==> src/rtl/mem_bus_arbiter.sv <==
// ----------------------------------------------------------------------------
// mem_bus_arbiter
//   Shares one SRAM-like memory bus between the fetch stage (inst port) and
//   the MEM stage (data port). Only one transaction is outstanding at a time.
//   The data port has fixed priority. A starvation counter forces a fetch
//   grant after STARVE_LIMIT consecutive data grants taken while a fetch was
//   waiting.
//
// Ports
//   clk, rst               clock; asynchronous active-low reset
//   inst_req/inst_addr     fetch request (read, word size)
//   inst_addr_ok/data_ok   fetch handshake pulses, inst_rdata read data
//   data_req/wr/size/addr/wdata   MEM-stage request
//   data_addr_ok/data_ok   MEM handshake pulses, data_rdata read data
//   bus_req/wr/size/addr/wdata    registered request to the bus bridge
//   bus_addr_ok/data_ok/rdata     bus bridge responses
// ----------------------------------------------------------------------------
module mem_bus_arbiter #(
    parameter int unsigned STARVE_LIMIT = 3
) (
    input  logic        clk,
    input  logic        rst,

    input  logic        inst_req,
    input  logic [31:0] inst_addr,
    output logic        inst_addr_ok,
    output logic        inst_data_ok,
    output logic [31:0] inst_rdata,

    input  logic        data_req,
    input  logic        data_wr,
    input  logic [1:0]  data_size,
    input  logic [31:0] data_addr,
    input  logic [31:0] data_wdata,
    output logic        data_addr_ok,
    output logic        data_data_ok,
    output logic [31:0] data_rdata,

    output logic        bus_req,
    output logic        bus_wr,
    output logic [1:0]  bus_size,
    output logic [31:0] bus_addr,
    output logic [31:0] bus_wdata,
    input  logic        bus_addr_ok,
    input  logic        bus_data_ok,
    input  logic [31:0] bus_rdata
);

    typedef enum logic [1:0] {S_IDLE, S_ADDR, S_DATA} state_e;
    typedef enum logic       {OWN_INST, OWN_DATA}     owner_e;

    localparam logic [3:0] LIMIT = 4'(STARVE_LIMIT);

    state_e      state_q,      state_d;
    owner_e      owner_q,      owner_d;
    logic [3:0]  starve_cnt_q, starve_cnt_d;
    logic        bus_req_q,    bus_req_d;
    logic        bus_wr_q,     bus_wr_d;
    logic [1:0]  bus_size_q,   bus_size_d;
    logic [31:0] bus_addr_q,   bus_addr_d;
    logic [31:0] bus_wdata_q,  bus_wdata_d;

    logic grant_data;
    logic grant_inst;

    // Data wins unless a waiting fetch has already been passed over
    // STARVE_LIMIT times in a row.
    assign grant_data = data_req && !(inst_req && (starve_cnt_q == LIMIT));
    assign grant_inst = !grant_data && inst_req;

    always_comb begin
        state_d      = state_q;
        owner_d      = owner_q;
        starve_cnt_d = starve_cnt_q;
        bus_req_d    = bus_req_q;
        bus_wr_d     = bus_wr_q;
        bus_size_d   = bus_size_q;
        bus_addr_d   = bus_addr_q;
        bus_wdata_d  = bus_wdata_q;

        case (state_q)
            S_IDLE: begin
                if (grant_data) begin
                    state_d     = S_ADDR;
                    owner_d     = OWN_DATA;
                    bus_req_d   = 1'b1;
                    bus_wr_d    = data_wr;
                    bus_size_d  = data_size;
                    bus_addr_d  = data_addr;
                    bus_wdata_d = data_wdata;
                    // Only count grants that actually bypassed a fetch.
                    if (!inst_req)
                        starve_cnt_d = 4'd0;
                    else if (starve_cnt_q != LIMIT)
                        starve_cnt_d = starve_cnt_q + 4'd1;
                end else if (grant_inst) begin
                    state_d      = S_ADDR;
                    owner_d      = OWN_INST;
                    bus_req_d    = 1'b1;
                    bus_wr_d     = 1'b0;
                    bus_size_d   = 2'd2;
                    bus_addr_d   = inst_addr;
                    bus_wdata_d  = 32'd0;
                    starve_cnt_d = 4'd0;
                end
            end
            S_ADDR: begin
                if (bus_addr_ok) begin
                    state_d   = S_DATA;
                    bus_req_d = 1'b0;
                end
            end
            S_DATA: begin
                if (bus_data_ok)
                    state_d = S_IDLE;
            end
            default: begin
                state_d   = S_IDLE;
                bus_req_d = 1'b0;
            end
        endcase
    end

    always_ff @(posedge clk or negedge rst) begin
        if (!rst) begin
            state_q      <= S_IDLE;
            owner_q      <= OWN_INST;
            starve_cnt_q <= 4'd0;
            bus_req_q    <= 1'b0;
            bus_wr_q     <= 1'b0;
            bus_size_q   <= 2'd0;
            bus_addr_q   <= 32'd0;
            bus_wdata_q  <= 32'd0;
        end else begin
            state_q      <= state_d;
            owner_q      <= owner_d;
            starve_cnt_q <= starve_cnt_d;
            bus_req_q    <= bus_req_d;
            bus_wr_q     <= bus_wr_d;
            bus_size_q   <= bus_size_d;
            bus_addr_q   <= bus_addr_d;
            bus_wdata_q  <= bus_wdata_d;
        end
    end

    assign bus_req   = bus_req_q;
    assign bus_wr    = bus_wr_q;
    assign bus_size  = bus_size_q;
    assign bus_addr  = bus_addr_q;
    assign bus_wdata = bus_wdata_q;

    // Bus acknowledgements are only honoured in the phase that expects them
    // and are steered to the current owner in the same cycle.
    logic addr_hit;
    logic data_hit;

    assign addr_hit = (state_q == S_ADDR) && bus_addr_ok;
    assign data_hit = (state_q == S_DATA) && bus_data_ok;

    assign inst_addr_ok = addr_hit && (owner_q == OWN_INST);
    assign data_addr_ok = addr_hit && (owner_q == OWN_DATA);
    assign inst_data_ok = data_hit && (owner_q == OWN_INST);
    assign data_data_ok = data_hit && (owner_q == OWN_DATA);
    assign inst_rdata   = inst_data_ok ? bus_rdata : 32'd0;
    assign data_rdata   = data_data_ok ? bus_rdata : 32'd0;

endmodule
==> config.mk <==
export PLATFORM = sky130hd
export DESIGN_NAME = mem_bus_arbiter
export DESIGN_NICKNAME = d
export VERILOG_FILES = /design/src/rtl/mem_bus_arbiter.sv
export SDC_FILE = /design/constraint.sdc
export NUM_CORES = 1
export LEC_CHECK = 0
export BUFFER_PORTS_ARGS = -buffer_cell sky130_fd_sc_hd__buf_2
export CORE_MARGIN = 2
export CORE_UTILIZATION = 30
export CTS_CLUSTER_SIZE = 16
export DETAILED_ROUTE_END_ITERATION = 12
export HOLD_SLACK_MARGIN = 0.12
export SYNTH_ARGS = -nofsm -noshare
export SYNTH_HDL_FRONTEND = slang
export SYNTH_SLANG_ARGS = --single-unit
==> constraint.sdc <==
create_clock -name clk -period 4.2 [get_ports clk]
set_clock_uncertainty 0.2 [all_clocks]
set_input_delay 0.42 -clock clk [delete_from_list [all_inputs] [get_ports clk]]
set_output_delay 0.42 -clock clk [all_outputs]
set_load 0.1 [all_outputs]
After elaboration in Yosys (flattened, before gate mapping)

Index checks and enable logic that the tools add are counted.

Bits in registers: 75
Input bits: 137
Output and inout bits: 136
Logic and storage cells: 60

Add/subtract/negate cells: 1
Equal/unequal tests: 8
Mux-type cells: 24
Bitwise operators: 2
Reductions and logical operators: 17

Operators by type and width:

| cell                                                   | count |
|---|---|
| 2-to-1 mux 32 bit                                      | 6 |
| 2-to-1 mux 4 bit                                       | 4 |
| 2-to-1 mux 2 bit                                       | 6 |
| logical AND 1 bit                                      | 9 |
| AND reduction 3 bit                                    | 3 |
| 2-to-1 mux 1 bit                                       | 6 |
| one-hot mux 2 bit (3 select lines)                     | 1 |
| adder 4 x 1 -> 4 bit (second input constant)           | 1 |
| == test 4 x 2 -> 1 bit (second input constant)         | 1 |
| inequality test 2 bit (second input constant)          | 2 |
| inequality test 4 x 2 -> 1 bit (second input constant) | 1 |
| inequality test 3 x 2 -> 1 bit (second input constant) | 1 |
| inequality test 3 bit (second input constant)          | 1 |
| one-hot mux 1 bit (3 select lines)                     | 1 |
| == test 2 x 1 -> 1 bit (second input constant)         | 1 |
| == test 2 bit (second input constant)                  | 1 |
| zero test 1 bit                                        | 2 |
| zero test 2 bit                                        | 1 |
| NOT 1 bit                                              | 2 |
| AND reduction 2 bit                                    | 1 |
| nonzero test 2 bit                                     | 1 |

Depth between registers and ports, before layout

Depth in word-level cells: 9
Depth in mapped cells: 6
Gate-level depth less buffers: 4

Worst setup path before layout

No wires, ideal clock.

Path type: reg-to-output
Start: register state_q[0]
End: output port data_rdata[22]
Data arrival time: 2.663 ns
Data required time: 3.580 ns
Setup slack: 0.917 ns
Cell stages (with the launch flop): 5
Path buffers: 1
Path through: dfrtp_1 > nand2b_1 > nor3_2 > clkbuf_1 > and2_1

Longest elaborated chain between the ends: 4

Ends and longest elaborated chain:

| item                     | line | RTL |
|---|---|---|
| start: declaration       | 54   | `state_e state_q, state_d;` |
| start signal: assignment | 135  | `state_q <= state_d;` |
| == test 2 bit            | 158  | `assign data_hit = (state_q == S_DATA) && bus_data_ok;` |
| logical AND 1 bit        | 158  |  |
| logical AND 1 bit        | 163  | `assign data_data_ok = data_hit && (owner_q == OWN_DATA);` |
| named net data_data_ok   | 36   | `output logic data_data_ok,` |
| 2-to-1 mux 32 bit        | 165  | `assign data_rdata = data_data_ok ? bus_rdata : 32'd0;` |
| end: declaration         | 37   | `output logic [31:0] data_rdata,` |

The timed path passes the listed nets, and every way through them passes these cells.

Final worst setup path

Start: input port bus_data_ok
End: output port inst_rdata[6]

Longest elaborated chain between the ends: 3

Ends and longest elaborated chain:

| item               | line | RTL |
|---|---|---|
| start: declaration | 45   | `input logic bus_data_ok,` |
| logical AND 1 bit  | 158  |  |
| logical AND 1 bit  | 162  | `assign inst_data_ok = data_hit && (owner_q == OWN_INST);` |
| 2-to-1 mux 32 bit  | 164  | `assign inst_rdata = inst_data_ok ? bus_rdata : 32'd0;` |
| end: declaration   | 28   | `output logic [31:0] inst_rdata,` |

No other way between the ends.

==> results.json <==
{
  "coreArea_mm2": 0.0131,
  "ant_nets": 0,
  "synth_area_leaders": "dfrtp_1, o21ai_0, and2_1",
  "crit_required_ns": 3.58,
  "max_stage_delay_ns": 0.53,
  "post_cts_resized": 0,
  "yosysMostFrequentCell": "o21ai_0",
  "drtPass1Iterations": 4,
  "die_h_um": 119,
  "max-slew-margin-rel_pct": 31.5,
  "period_share_pct": 66.6,
  "clkSinkCount": 75,
  "cp_top_family": "buffers and inverters",
  "synth_flop_cell": "dfrtp_1",
  "die_w_um": 119,
  "finalCriticalPeriod_ns": 2.80,
  "slew_violations": 0,
  "critPathMaxFanout": 33,
  "cp-start-kind": "input port",
  "path_cells": "dlygate4sd3_1, buf_2, inv_1, nor3_2, buf_4, and2_1, buf_2",
  "highest_layer": "met4",
  "viasPerCell": 5.28,
  "path_class": "in -> out",
  "drc": 0,
  "met3_length_mm": 1.33,
  "setup.worst_path.start": "bus_data_ok",
  "met2WireLength_mm": 6.83,
  "num_rows": 42,
  "root_buffer": "clkbuf_16",
  "worst_path_max_delay_cell": "dlygate4sd3_1",
  "final_nets": 812,
  "clk_pin_slew_ns": 0.06,
  "critical_path_arrival_ns": 2.18,
  "yosysWarnings": 0,
  "async_flop_share_pct": 100,
  "final-hold-violation-count": 0,
  "die-area_mm2": 0.0143,
  "cts_tree": "built",
  "yosysTopAreaCellShare_pct": 46.9,
  "finalSetupViolCount": 0,
  "portBuffers": 272,
  "drive_gt1_share_pct": 44.6,
  "rsz0062_at_grt": "false",
  "syn_nets": 569,
  "hpwl_mm": 9.97,
  "ys_seq_elements": 75,
  "antennaDiodeCount": 0,
  "clock.fmax_mhz": 358,
  "grt_overflow": 0,
  "stdcell_area_mm2": 0.00581,
  "synth_edf_count": 0,
  "clk_latency_ns": 0.33,
  "placed_cell_area_mm2": 0.00545,
  "syn_area_per_cell_um2": 9.28,
  "gp_congestion": 0.819,
  "track_usage_pct": 19.5,
  "drt_iter0_markers": 235,
  "synthToLayoutAreaGrowth_pct": 45.3,
  "worstHoldPathType": "in -> reg",
  "grt_pass1_vias": 4301,
  "fin_tns_setup_ns": 0,
  "hold_start": "inst_addr[18]",
  "cts_buffers": 9,
  "synth_commonest_cells": "o21ai_0, dfrtp_1, and2_1",
  "h-tree-depth": 3,
  "antenna_found_initial": 0,
  "syn_inst": 431,
  "r2r_start": "starve_cnt_q[0]$_DFFE_PN0P_",
  "ctsLongestPathBuffers": 2,
  "netlist_area_mm2": 0.00400,
  "worst-path-buf-inv": 5,
  "start_util_pct": 30.4,
  "synth_cell_types": 30,
  "wl_per_cell_um": 17.0,
  "status": "completed",
  "ys_seq_area_share_pct": 46.9,
  "critPathCaptureType": "output port",
  "io_pins": 273,
  "num_vias": 4513,
  "synth.largest_area_cell": "dfrtp_1",
  "met1_length_mm": 6.13,
  "totalWireLength_mm": 14.6,
  "path_common_cell": "buf_2",
  "tightestPinTransition_ns": 1.03,
  "grt_start_max_net_pins": 78,
  "grt_pass1_wl_mm": 22.3,
  "maxCapViolCount": 0
}
-- worst paths after layout --
path / to / slack (ns) / cells after the start
setup / recovery: inst_rdata[6] / 1.40 / 7
hold reg to reg: bus_wdata[5]$_DFFE_PN0P_ / 0.30 / 2
max in group asynchronous: state_q[0]$_DFFE_PN0P_ / 2.51 / 2
setup reg to reg: bus_addr[25]$_DFFE_PN0P_ / 1.64 / 4
hold / removal: bus_addr[18]$_DFFE_PN0P_ / 0.14 / 3
min in group asynchronous: bus_addr[8]$_DFFE_PN0P_ / 0.60 / 2
-- routing by layer --
layer  global-route usage, %  vias to the layer above
met3                    5.27                       23
met1                    24.9                     2168
met4                    6.47                        0
met5                       0                        -
li1                        -                     2076
met2                    32.1                      246
-- tightest hold or removal path, stage by stage --
cell       delay [ns]
buf_2            0.09
o21ai_0          0.06
a2bb2oi_1        0.06
-- per-stage QoR --
step	hold WS, ns	std cells	worst slack [ns]	util [%]
floorplan	-0.0756	431	0.917	-
global placement	0.287	836	1.69	41.5
detailed placement	0.289	836	1.63	41.5
CTS	0.130	855	1.40	44.2
global route	0.145	855	1.30	44.2
finish	0.143	855	1.40	44.2
-- state kept, by name, indices dropped and copies added, names as in the netlist --
register / flops
bus_addr: 32
bus_req: 1
bus_size: 2
bus_wdata: 32
bus_wr: 1
owner_q: 1
starve_cnt_q: 4
state_q: 2
-- final cells by class --
class | instances | area, um2
well taps | 176 | 220
repair buffers | 282 | 1450
fillers | 1289 | 7330
clock inverters | 5 | 85.1
flip-flops and latches | 75 | 1880
inverters | 6 | 22.5
multi-input cells | 300 | 1920
clock buffers | 11 | 243
-- placed cells by master (no fill, tap or decap), types with 2 or more instances in the layout --
master	count
nand3_1	35
inv_1	6
nor2_1	4
dfrtp_1	74
buf_4	8
dlygate4sd3_1	3
nand4_1	2
nand2b_1	3
buf_2	271
nand3b_1	2
a2bb2oi_1	32
and2_1	64
nor3_2	2
bufinv_16	2
clkbuf_16	9
o21ai_0	109
a311oi_1	33
-- cell families (layout without fill, tap and decap cells) --
kind of cell             count (synthesis)  in the layout  synth area share, %
AND/OR/NAND/NOR                        117            117                 17.5
buffers and inverters                   56            304                 5.91
AO/OA/AOI/OAI                          182            182                 29.3
adder cells (fa/ha/maj)                  1              1                0.313
flip-flops                              75             75                 46.9
-- timing repair --
action / in CTS / in global routing
endpoints found under the setup margin: 0 / 0
hold endpoints to repair: 77 / 0
setup buffers: 0 / 0
hold buffers: 3 / 0
Power is not shown: default switching activity piles up to over one toggle a cycle in this logic, so the estimate is an artifact.
